`src/rtl/branch_redirect_unit.sv`:
```
// ============================================================================
// branch_redirect_unit: turns an EX-stage taken branch into a one-cycle PC
// redirect plus IF/ID and ID/EX flushes; counts taken branches.
// Revision: 1.0
// ============================================================================
`default_nettype none

module branch_redirect_unit #(
  parameter int XLEN         = 64,
  parameter int FLUSH_CYCLES = 2,
  parameter int CNT_W        = 32
) (
  input  logic             clk,
  input  logic             reset,
  input  logic             stall,
  input  logic             ex_valid,
  input  logic             switch_branch,
  input  logic [XLEN-1:0]  ex_pc,
  input  logic [XLEN-1:0]  ex_imm,
  output logic             pc_sel,
  output logic [XLEN-1:0]  pc_target,
  output logic             flush_ifid,
  output logic             flush_idex,
  output logic             redirect_busy,
  output logic [CNT_W-1:0] taken_count
);

  localparam int         C_CNT_BITS   = 3;
  localparam logic [1:0] C_S_IDLE     = 2'd0;
  localparam logic [1:0] C_S_REDIRECT = 2'd1;
  localparam logic [1:0] C_S_FLUSH    = 2'd2;

  localparam logic [C_CNT_BITS-1:0] C_FLUSH_LOAD = C_CNT_BITS'(FLUSH_CYCLES - 1);
  localparam logic [CNT_W-1:0]      C_CNT_MAX    = '1;

  logic [1:0]            r_state;
  logic [C_CNT_BITS-1:0] r_cnt;
  logic                  w_accept;
  logic [XLEN-1:0]       w_target;

  // A bubble (ex_valid=0) gates switch_branch so an X there cannot leak through.
  assign w_accept = (r_state == C_S_IDLE) && ex_valid && switch_branch && !stall;
  assign w_target = ex_pc + (ex_imm << 1);

  always_ff @(posedge clk or negedge reset) begin
    if (!reset) begin
      r_state       <= C_S_IDLE;
      r_cnt         <= '0;
      pc_sel        <= 1'b0;
      pc_target     <= '0;
      flush_ifid    <= 1'b0;
      flush_idex    <= 1'b0;
      redirect_busy <= 1'b0;
      taken_count   <= '0;
    end else if (!stall) begin
      case (r_state)
        C_S_IDLE: begin
          if (w_accept) begin
            r_state       <= C_S_REDIRECT;
            pc_target     <= w_target;
            pc_sel        <= 1'b1;
            flush_ifid    <= 1'b1;
            flush_idex    <= 1'b1;
            redirect_busy <= 1'b1;
            if (taken_count != C_CNT_MAX) begin
              taken_count <= taken_count + 1'b1;
            end
          end else begin
            pc_sel        <= 1'b0;
            flush_ifid    <= 1'b0;
            flush_idex    <= 1'b0;
            redirect_busy <= 1'b0;
          end
        end

        C_S_REDIRECT: begin
          pc_sel     <= 1'b0;
          flush_idex <= 1'b0;
          if (FLUSH_CYCLES > 1) begin
            r_state       <= C_S_FLUSH;
            r_cnt         <= C_FLUSH_LOAD;
            flush_ifid    <= 1'b1;
            redirect_busy <= 1'b1;
          end else begin
            r_state       <= C_S_IDLE;
            flush_ifid    <= 1'b0;
            redirect_busy <= 1'b0;
          end
        end

        C_S_FLUSH: begin
          r_cnt <= r_cnt - 1'b1;
          // Outputs are registered, so leave FLUSH on the cycle the count hits zero.
          if (r_cnt <= C_CNT_BITS'(1)) begin
            r_state       <= C_S_IDLE;
            flush_ifid    <= 1'b0;
            redirect_busy <= 1'b0;
          end else begin
            flush_ifid    <= 1'b1;
            redirect_busy <= 1'b1;
          end
        end

        default: begin
          r_state       <= C_S_IDLE;
          r_cnt         <= '0;
          pc_sel        <= 1'b0;
          flush_ifid    <= 1'b0;
          flush_idex    <= 1'b0;
          redirect_busy <= 1'b0;
        end
      endcase
    end
  end

endmodule

`default_nettype wire

```
`config.mk`:
```
export PLATFORM = sky130hd
export DESIGN_NAME = branch_redirect_unit
export DESIGN_NICKNAME = d
export VERILOG_FILES = /design/src/rtl/branch_redirect_unit.sv
export SDC_FILE = /design/constraint.sdc
export NUM_CORES = 1
export LEC_CHECK = 0
export BUFFER_PORTS_ARGS = -buffer_cell sky130_fd_sc_hd__buf_4
export CAP_MARGIN = 20
export CORE_MARGIN = 2
export CORE_UTILIZATION = 30
export CTS_BUF_LIST = sky130_fd_sc_hd__clkbuf_4
export DETAILED_ROUTE_END_ITERATION = 10
export GPL_TIMING_DRIVEN = 1
export HOLD_SLACK_MARGIN = 0.02
export SETUP_SLACK_MARGIN = 0.1
export SYNTH_ARGS = -nofsm -noshare
export SYNTH_HDL_FRONTEND = slang
export SYNTH_SLANG_ARGS = --single-unit
```
`constraint.sdc`:
```
create_clock -name clk -period 3.7 [get_ports clk]
set_clock_uncertainty 0.05 [all_clocks]
set_input_delay 0.37 -clock clk [delete_from_list [all_inputs] [get_ports clk]]
set_output_delay 0.37 -clock clk [all_outputs]
set_load 0.02 [all_outputs]
```
==> results of run 1 <==
[state kept, by name, indices dropped and copies added (netlist names)]
signal         flops
pc_target         64
taken_count       32
r_cnt              3
r_state            2
flush_idex         1
redirect_busy      1
[timing repair]
action                                  4_1_cts  5_1_grt
hold buffers                                  2        0
hold endpoints to repair                     68        0
endpoints found under the setup margin        0        0
[per-stage QoR]
step | TNS [ns] | util | hold WS (ns) | setup WS (ns) | instances
CTS | 0 | 0.396 | 0.0345 | 0.498 | 1454
finish | 0 | 0.396 | 0.0967 | 0.453 | 1455
floorplan | 0 | - | 0.0244 | 0.489 | 896
detailed placement | -0.0401 | 0.389 | 0.422 | -0.0401 | 1436
global placement | 0 | 0.389 | 0.411 | 0.0235 | 1436
global route | 0 | 0.396 | 0.0368 | 0.354 | 1455
[cells in the mapped netlist, drive strengths merged (8+ instances only)]
cell type,number,share of area
ha,69,0.11
nor2,49,0.025
nand4,32,0.026
and3,19,0.015
xnor2,51,0.058
nand2,120,0.058
a21o,30,0.029
xor2,35,0.040
inv,27,0.013
o21bai,8,0.0078
buf,14,0.0097
nand3,26,0.017
a31oi,12,0.0097
nor3,8,0.0052
a21oi,73,0.048
o31ai,10,0.012
clkbuf,23,0.011
o21ai,100,0.065
dfrtp,103,0.33
[final timing paths]
path / from / end / depth (start not counted)
setup / recovery: ex_pc[1] / pc_target[55]$_DFFE_PN0P_ / 13
setup reg to reg: taken_count[16]$_DFFE_PN0P_ / taken_count[23]$_DFFE_PN0P_ / 10
hold reg to reg: taken_count[18]$_DFFE_PN0P_ / taken_count[18]$_DFFE_PN0P_ / 1
max in group asynchronous: reset / pc_target[27]$_DFFE_PN0P_ / 3
min in group asynchronous: reset / taken_count[23]$_DFFE_PN0P_ / 2
hold / removal: stall / redirect_busy$_DFFE_PN0N_ / 2
[area by class of cell]
cell class,count,share of cell area
multi-input cells,729,0.487
repair buffers,249,0.187
well taps,330,0.0413
clock inverters,6,0.00850
flip-flops and latches,103,0.258
inverters,27,0.0101
clock buffers,10,0.00750
diodes,1,0.000250
[routing by layer]
layer  GRT usage  share of wire  wire length (um)
met1       0.233           0.46             10800
met5           0        0.00055                13
met2       0.281           0.46             10900
met4      0.0557          0.022               520
met3      0.0264          0.051              1190
[cells in the final DEF, fill, tap and decap left out, types with 3 or more instances in the layout]
cell and count:
a21o_1 30, dfrtp_1 103, nor4_1 3, or4_1 4, a31oi_1 12, a221o_1 3, clkbuf_4 10, or2_2 3
xor2_1 35, and4_1 5, a221oi_1 5, nand3_1 26, and2_1 4, nand4_1 32, o21ai_1 12, o31ai_1 8
a211oi_1 4, xnor2_1 51, mux2_2 3, nor2b_1 7, inv_1 27, buf_4 247, a21oi_1 71, nor3_1 8
nor2_1 48, ha_1 69, nand2_1 120, o21bai_1 8, and3_1 19, o21a_1 4, o21ai_0 88
[power by group through the flow]
| stage | Sequential (W) | Combinational [W] | Clock [W] |
|---|---|---|---|
| final | 0.00178 | 0.00240 | 0.000697 |
| after global placement | 0.00180 | 0.00239 | 0 |
| after global routing | 0.00182 | 0.00264 | 0.000770 |
| after detailed placement | 0.00180 | 0.00241 | 0 |
| after CTS | 0.00178 | 0.00242 | 0.000724 |
| after floorplan | 0.00216 | 0.000950 | 0 |
[cell families (layout without fill, tap and decap cells)]
family	count (synthesis)	after routing	share of synthesized area
AND/OR/NAND/NOR	289	289	0.179
AO/OA/AOI/OAI	280	280	0.235
flip-flops	103	103	0.334
XOR/XNOR	86	86	0.0976
adder cells (fa/ha/maj)	70	70	0.114
buffers and inverters	64	292	0.0340
multiplexers	4	4	0.00567
other	0	1	0
[worst register-to-register path, delay by kind of cell, from the launching register on]
family | cells | cell delay (ns)
xor+xnor | 1 | 0.14
buf+inv | 1 | 0.20
simple gates | 8 | 1.91
flops | 1 | 0.48
==> impl_metrics.json, run 1 <==
{
  "status": "finished, final reports clean",
  "critPathTopFamily": "compound AO/OA/AOI/OAI gates",
  "regArea_sq_um": 2580,
  "io_buffers": 231,
  "die_h_um": 164,
  "rsz0062_at_grt": "false",
  "pwr-share-comb": 0.492,
  "slew_headroom": 0.387,
  "hpwl_um": 18600,
  "numCtsBuffers": 9,
  "r2r_slack_ns": 0.82,
  "synth_area_sq_um": 7720,
  "critPathMaxStageDelay_ns": 0.46,
  "boundaryPins": 233,
  "cts.sinks": 103,
  "ys_ff_latch": 103,
  "seq_area_frac_synth": 0.334,
  "pwr-share-clk": 0.143,
  "synthesis.nets": 1099,
  "fp.coreArea_sq_um": 25300,
  "design_area_sq_um": 10000,
  "crit_type": "in2reg",
  "drt_wl_total_um": 23400,
  "switchingPower_w": 0.00208,
  "cts_tree": "yes",
  "cp-end-kind": "flip-flop",
  "initial_core_util": 0.306,
  "tightest_slew_ns": 0.919,
  "async_reset_ff_frac": 1.00,
  "cts_root_buffer": "clkbuf_4",
  "synth_flop_cell": "dfrtp_1",
  "power_density_nw_per_um2": 487,
  "drtIter0Drc": 461,
  "synth_edf_count": 0,
  "post_cts_buffers": 0,
  "gr-total-overflow": 0,
  "min_path_type": "in2reg",
  "multi_input_area_sq_um": 4880,
  "crit_fanout": 4,
  "area_growth_pct": 29.7,
  "rows": 58,
  "antenna_left": 0,
  "swShare": 0.427,
  "cp.required_ns": 4.00,
  "via_count": 7449,
  "ctsLongestPathBuffers": 2,
  "power_w": 0.00488,
  "grt_pass1_wl_um": 37100,
  "antenna_found_initial": 2,
  "gp_congestion": 0.848,
  "grt_pass1_vias": 7330,
  "worstPathArrival_ns": 3.55,
  "cap_violations": 0,
  "via_per_inst": 5.12,
  "drcViolationCount": 0,
  "finalSetupViolations": 0,
  "max-vdd-ir-drop_v": 0.000219,
  "dr.pass1.iters": 5,
  "avgSynthCellArea_sq_um": 8.61,
  "p_int_w": 0.00279,
  "final.fill_count": 2584,
  "cellLeakagePower_nw": 4.89,
  "crit_path_cell_trace": "buf_4 -> ha_1 -> fa_1 -> a21o_1 -> a311o_1 -> a211o_2 -> a41oi_4 -> a2111oi_4 -> a21boi_2 -> o31ai_4 -> a211oi_2 -> xor2_1 -> o21ai_1",
  "drive_gt1_frac": 0.255,
  "min_period_ns": 3.25,
  "h-tree-depth": 3,
  "dieWidth_um": 164,
  "worstSetupStartpointType": "primary input",
  "fmax_mhz": 308,
  "syn_inst": 896,
  "clk_pin_slew_ns": 0.17,
  "hold_viol": 0,
  "nNetsFinal": 1322,
  "dpl_cell_area_sq_um": 9820,
  "wl_per_cell_um": 16.1,
  "slew_violations": 0,
  "grt_start_max_net_pins": 76,
  "fin_crit_sh": 0.877,
  "seq_power_share": 0.365,
  "dieArea_sq_um": 27000,
  "synth_cell_types": 71,
  "critPathBufInv": 1,
  "cts_resized": 0,
  "track_usage": 0.172,
  "clk_latency_ns": 0.47,
  "slowest_stage": "fa_1",
  "yosysWarnings": 0
}
Power figures use the tool's default switching activity.
==> inputs of run 2 (changes only) <==
CELL_PAD_IN_SITES_DETAIL_PLACEMENT = 2   (was default)
CELL_PAD_IN_SITES_GLOBAL_PLACEMENT = 2   (was default)
PLACE_DENSITY_LB_ADDON = 0.1   (was default)
==> impl_metrics.json, run 2 (synthesis gave the netlist of run 1 again) <==
{
  "regMostFlops": "pc_target",
  "cts_root_buffer": "clkbuf_4",
  "min_path_type": "in2reg",
  "hpwl_um": 22400,
  "pwr-share-comb": 0.506,
  "numCtsBuffers": 9,
  "cts_resized": 0,
  "dieArea_sq_um": 27000,
  "wl_met3_um": 899,
  "cap_violations": 0,
  "finalSetupViolations": 0,
  "grt_pass1_wl_um": 44000,
  "ctsLongestPathBuffers": 2,
  "clk_latency_ns": 0.51,
  "fin_crit_sh": 0.862,
  "layout_common_cells": "buf_4, nand2_1, dfrtp_1",
  "grt_start_max_net_pins": 74,
  "switchingPower_w": 0.00222,
  "area_growth_pct": 29.7,
  "crit_type": "in2reg",
  "antenna_left": 0,
  "initial_core_util": 0.306,
  "whs_ns": 0.131,
  "final.fill_count": 2897,
  "highest_layer": "met4",
  "cellLeakagePower_nw": 4.89,
  "final_common_cell": "buf_4",
  "reg.largest.list": "pc_target: 64 flops, taken_count: 32 flops, r_cnt: 3 flops",
  "status": "finished, final reports clean",
  "clk_pin_slew_ns": 0.19,
  "drcViolationCount": 0,
  "gr-total-overflow": 0,
  "swShare": 0.453,
  "max-vdd-ir-drop_v": 0.000224,
  "rsz0062_at_grt": "false",
  "largest_reg_flops": 64,
  "seq_power_share": 0.363,
  "antenna_found_initial": 1,
  "final-instance-count-excl-fill": 1458,
  "pwr-share-clk": 0.131,
  "cts_tree": "yes",
  "h-tree-depth": 3,
  "worstPathArrival_ns": 3.49,
  "drtIter0Drc": 278,
  "post_cts_buffers": 0,
  "wl_per_cell_um": 18.7,
  "place_inst": 1438,
  "preCtsSetupSlack_ns": -0.0258,
  "hold_viol": 0,
  "via_count": 7639,
  "rows": 58,
  "drt_wl_total_um": 27200,
  "dr.pass1.iters": 4,
  "io_buffers": 231,
  "dieWidth_um": 164,
  "min_period_ns": 3.19,
  "via_per_inst": 5.24,
  "cp.required_ns": 4.00,
  "boundaryPins": 233,
  "fin_util": 0.396,
  "fp.coreArea_sq_um": 25300,
  "power_density_nw_per_um2": 489,
  "die_h_um": 164,
  "cts.sinks": 103,
  "p_int_w": 0.00268,
  "wl_met1_um": 12600,
  "crit_fanout": 4,
  "nNetsFinal": 1325,
  "gp_congestion": 0.805,
  "grt_pass1_vias": 8274,
  "wl_met2_um": 13400,
  "fmax_mhz": 313,
  "track_usage": 0.204,
  "tightest_slew_ns": 0.742,
  "worstSetupStartpointType": "primary input",
  "worst_slack_ns": 0.509,
  "drive_gt1_frac": 0.257,
  "slew_violations": 0,
  "slew_headroom": 0.505,
  "cp-end-kind": "flip-flop"
}
-- run 2: changes by cell type in the layout (fill, tap and decap cells not counted), sizes merged --
cell         change
clkinvlp         -1
bufinv           -2
clkinv           -2
clkbuf           -1
inv              +6
buf              +2
dlygate4sd3      +1
-- run 2: metal layers --
layer / vias to the layer above / global-route usage
li1: 3686 / -
met1: 3779 / 0.274
met2: 152 / 0.358
met3: 22 / 0.0128
met4: 0 / 0.0522
met5: - / 0
-- run 2: area by class of cell --
type	count	area (sq um)	area share
multi-input cells	729	4880	0.487
inverters	27	101	0.0101
well taps	330	413	0.0413
clock buffers	9	67.6	0.00675
diodes	1	2.50	0.000250
clock inverters	7	68.8	0.00688
repair buffers	252	1900	0.190
flip-flops and latches	103	2580	0.258
-- run 2: path summary, 6_finish.rpt --
kind | start | endpoint | slack [ns] | cells after the start
setup / recovery | ex_pc[1] | pc_target[57]$_DFFE_PN0P_ | 0.51 | 13
hold / removal | ex_imm[0] | pc_target[1]$_DFFE_PN0P_ | 0.13 | 4
max in group asynchronous | reset | pc_target[47]$_DFFE_PN0P_ | 2.32 | 3
setup reg to reg | taken_count[16]$_DFFE_PN0P_ | taken_count[29]$_DFFE_PN0P_ | 0.75 | 10
min in group asynchronous | reset | taken_count[24]$_DFFE_PN0P_ | 0.35 | 2
hold reg to reg | pc_target[0]$_DFFE_PN0P_ | pc_target[0]$_DFFE_PN0P_ | 0.45 | 2
-- run 2: critical path: stages --
cell,delay [ns]
buf_4,0.11
ha_1,0.23
fa_1,0.46
a21o_1,0.24
a311o_1,0.35
a211o_2,0.36
a211o_1,0.33
a21oi_2,0.28
o41ai_4,0.15
a31oi_1,0.24
o21ai_1,0.11
xnor2_1,0.16
o21ai_1,0.08
-- run 2: timing repair --
item                                    4_1_cts  5_1_grt
endpoints found under the hold margin        56        0
hold buffers                                  3        0
endpoints found under the setup margin        0        0
-- run 2: through the flow --
| step | power (W) | TNS (ns) | area [sq um] |
|---|---|---|---|
| after CTS | 0.00498 | 0 | 10000 |
| final | 0.00490 | 0 | 10000 |
| after global routing | 0.00526 | 0 | 10000 |
| after floorplan | 0.00311 | 0 | 7720 |
| after global placement | 0.00424 | 0 | 9840 |
| after detailed placement | 0.00432 | -0.0307 | 9840 |
-- run 2: power by group through the flow --
stage                     registers [W]  clock network [W]  logic [W]
final                           0.00178           0.000643    0.00248
after global routing            0.00183           0.000708    0.00272
after CTS                       0.00179           0.000678    0.00252
after detailed placement        0.00181                  0    0.00251
after global placement          0.00179                  0    0.00244
after floorplan                 0.00216                  0   0.000950
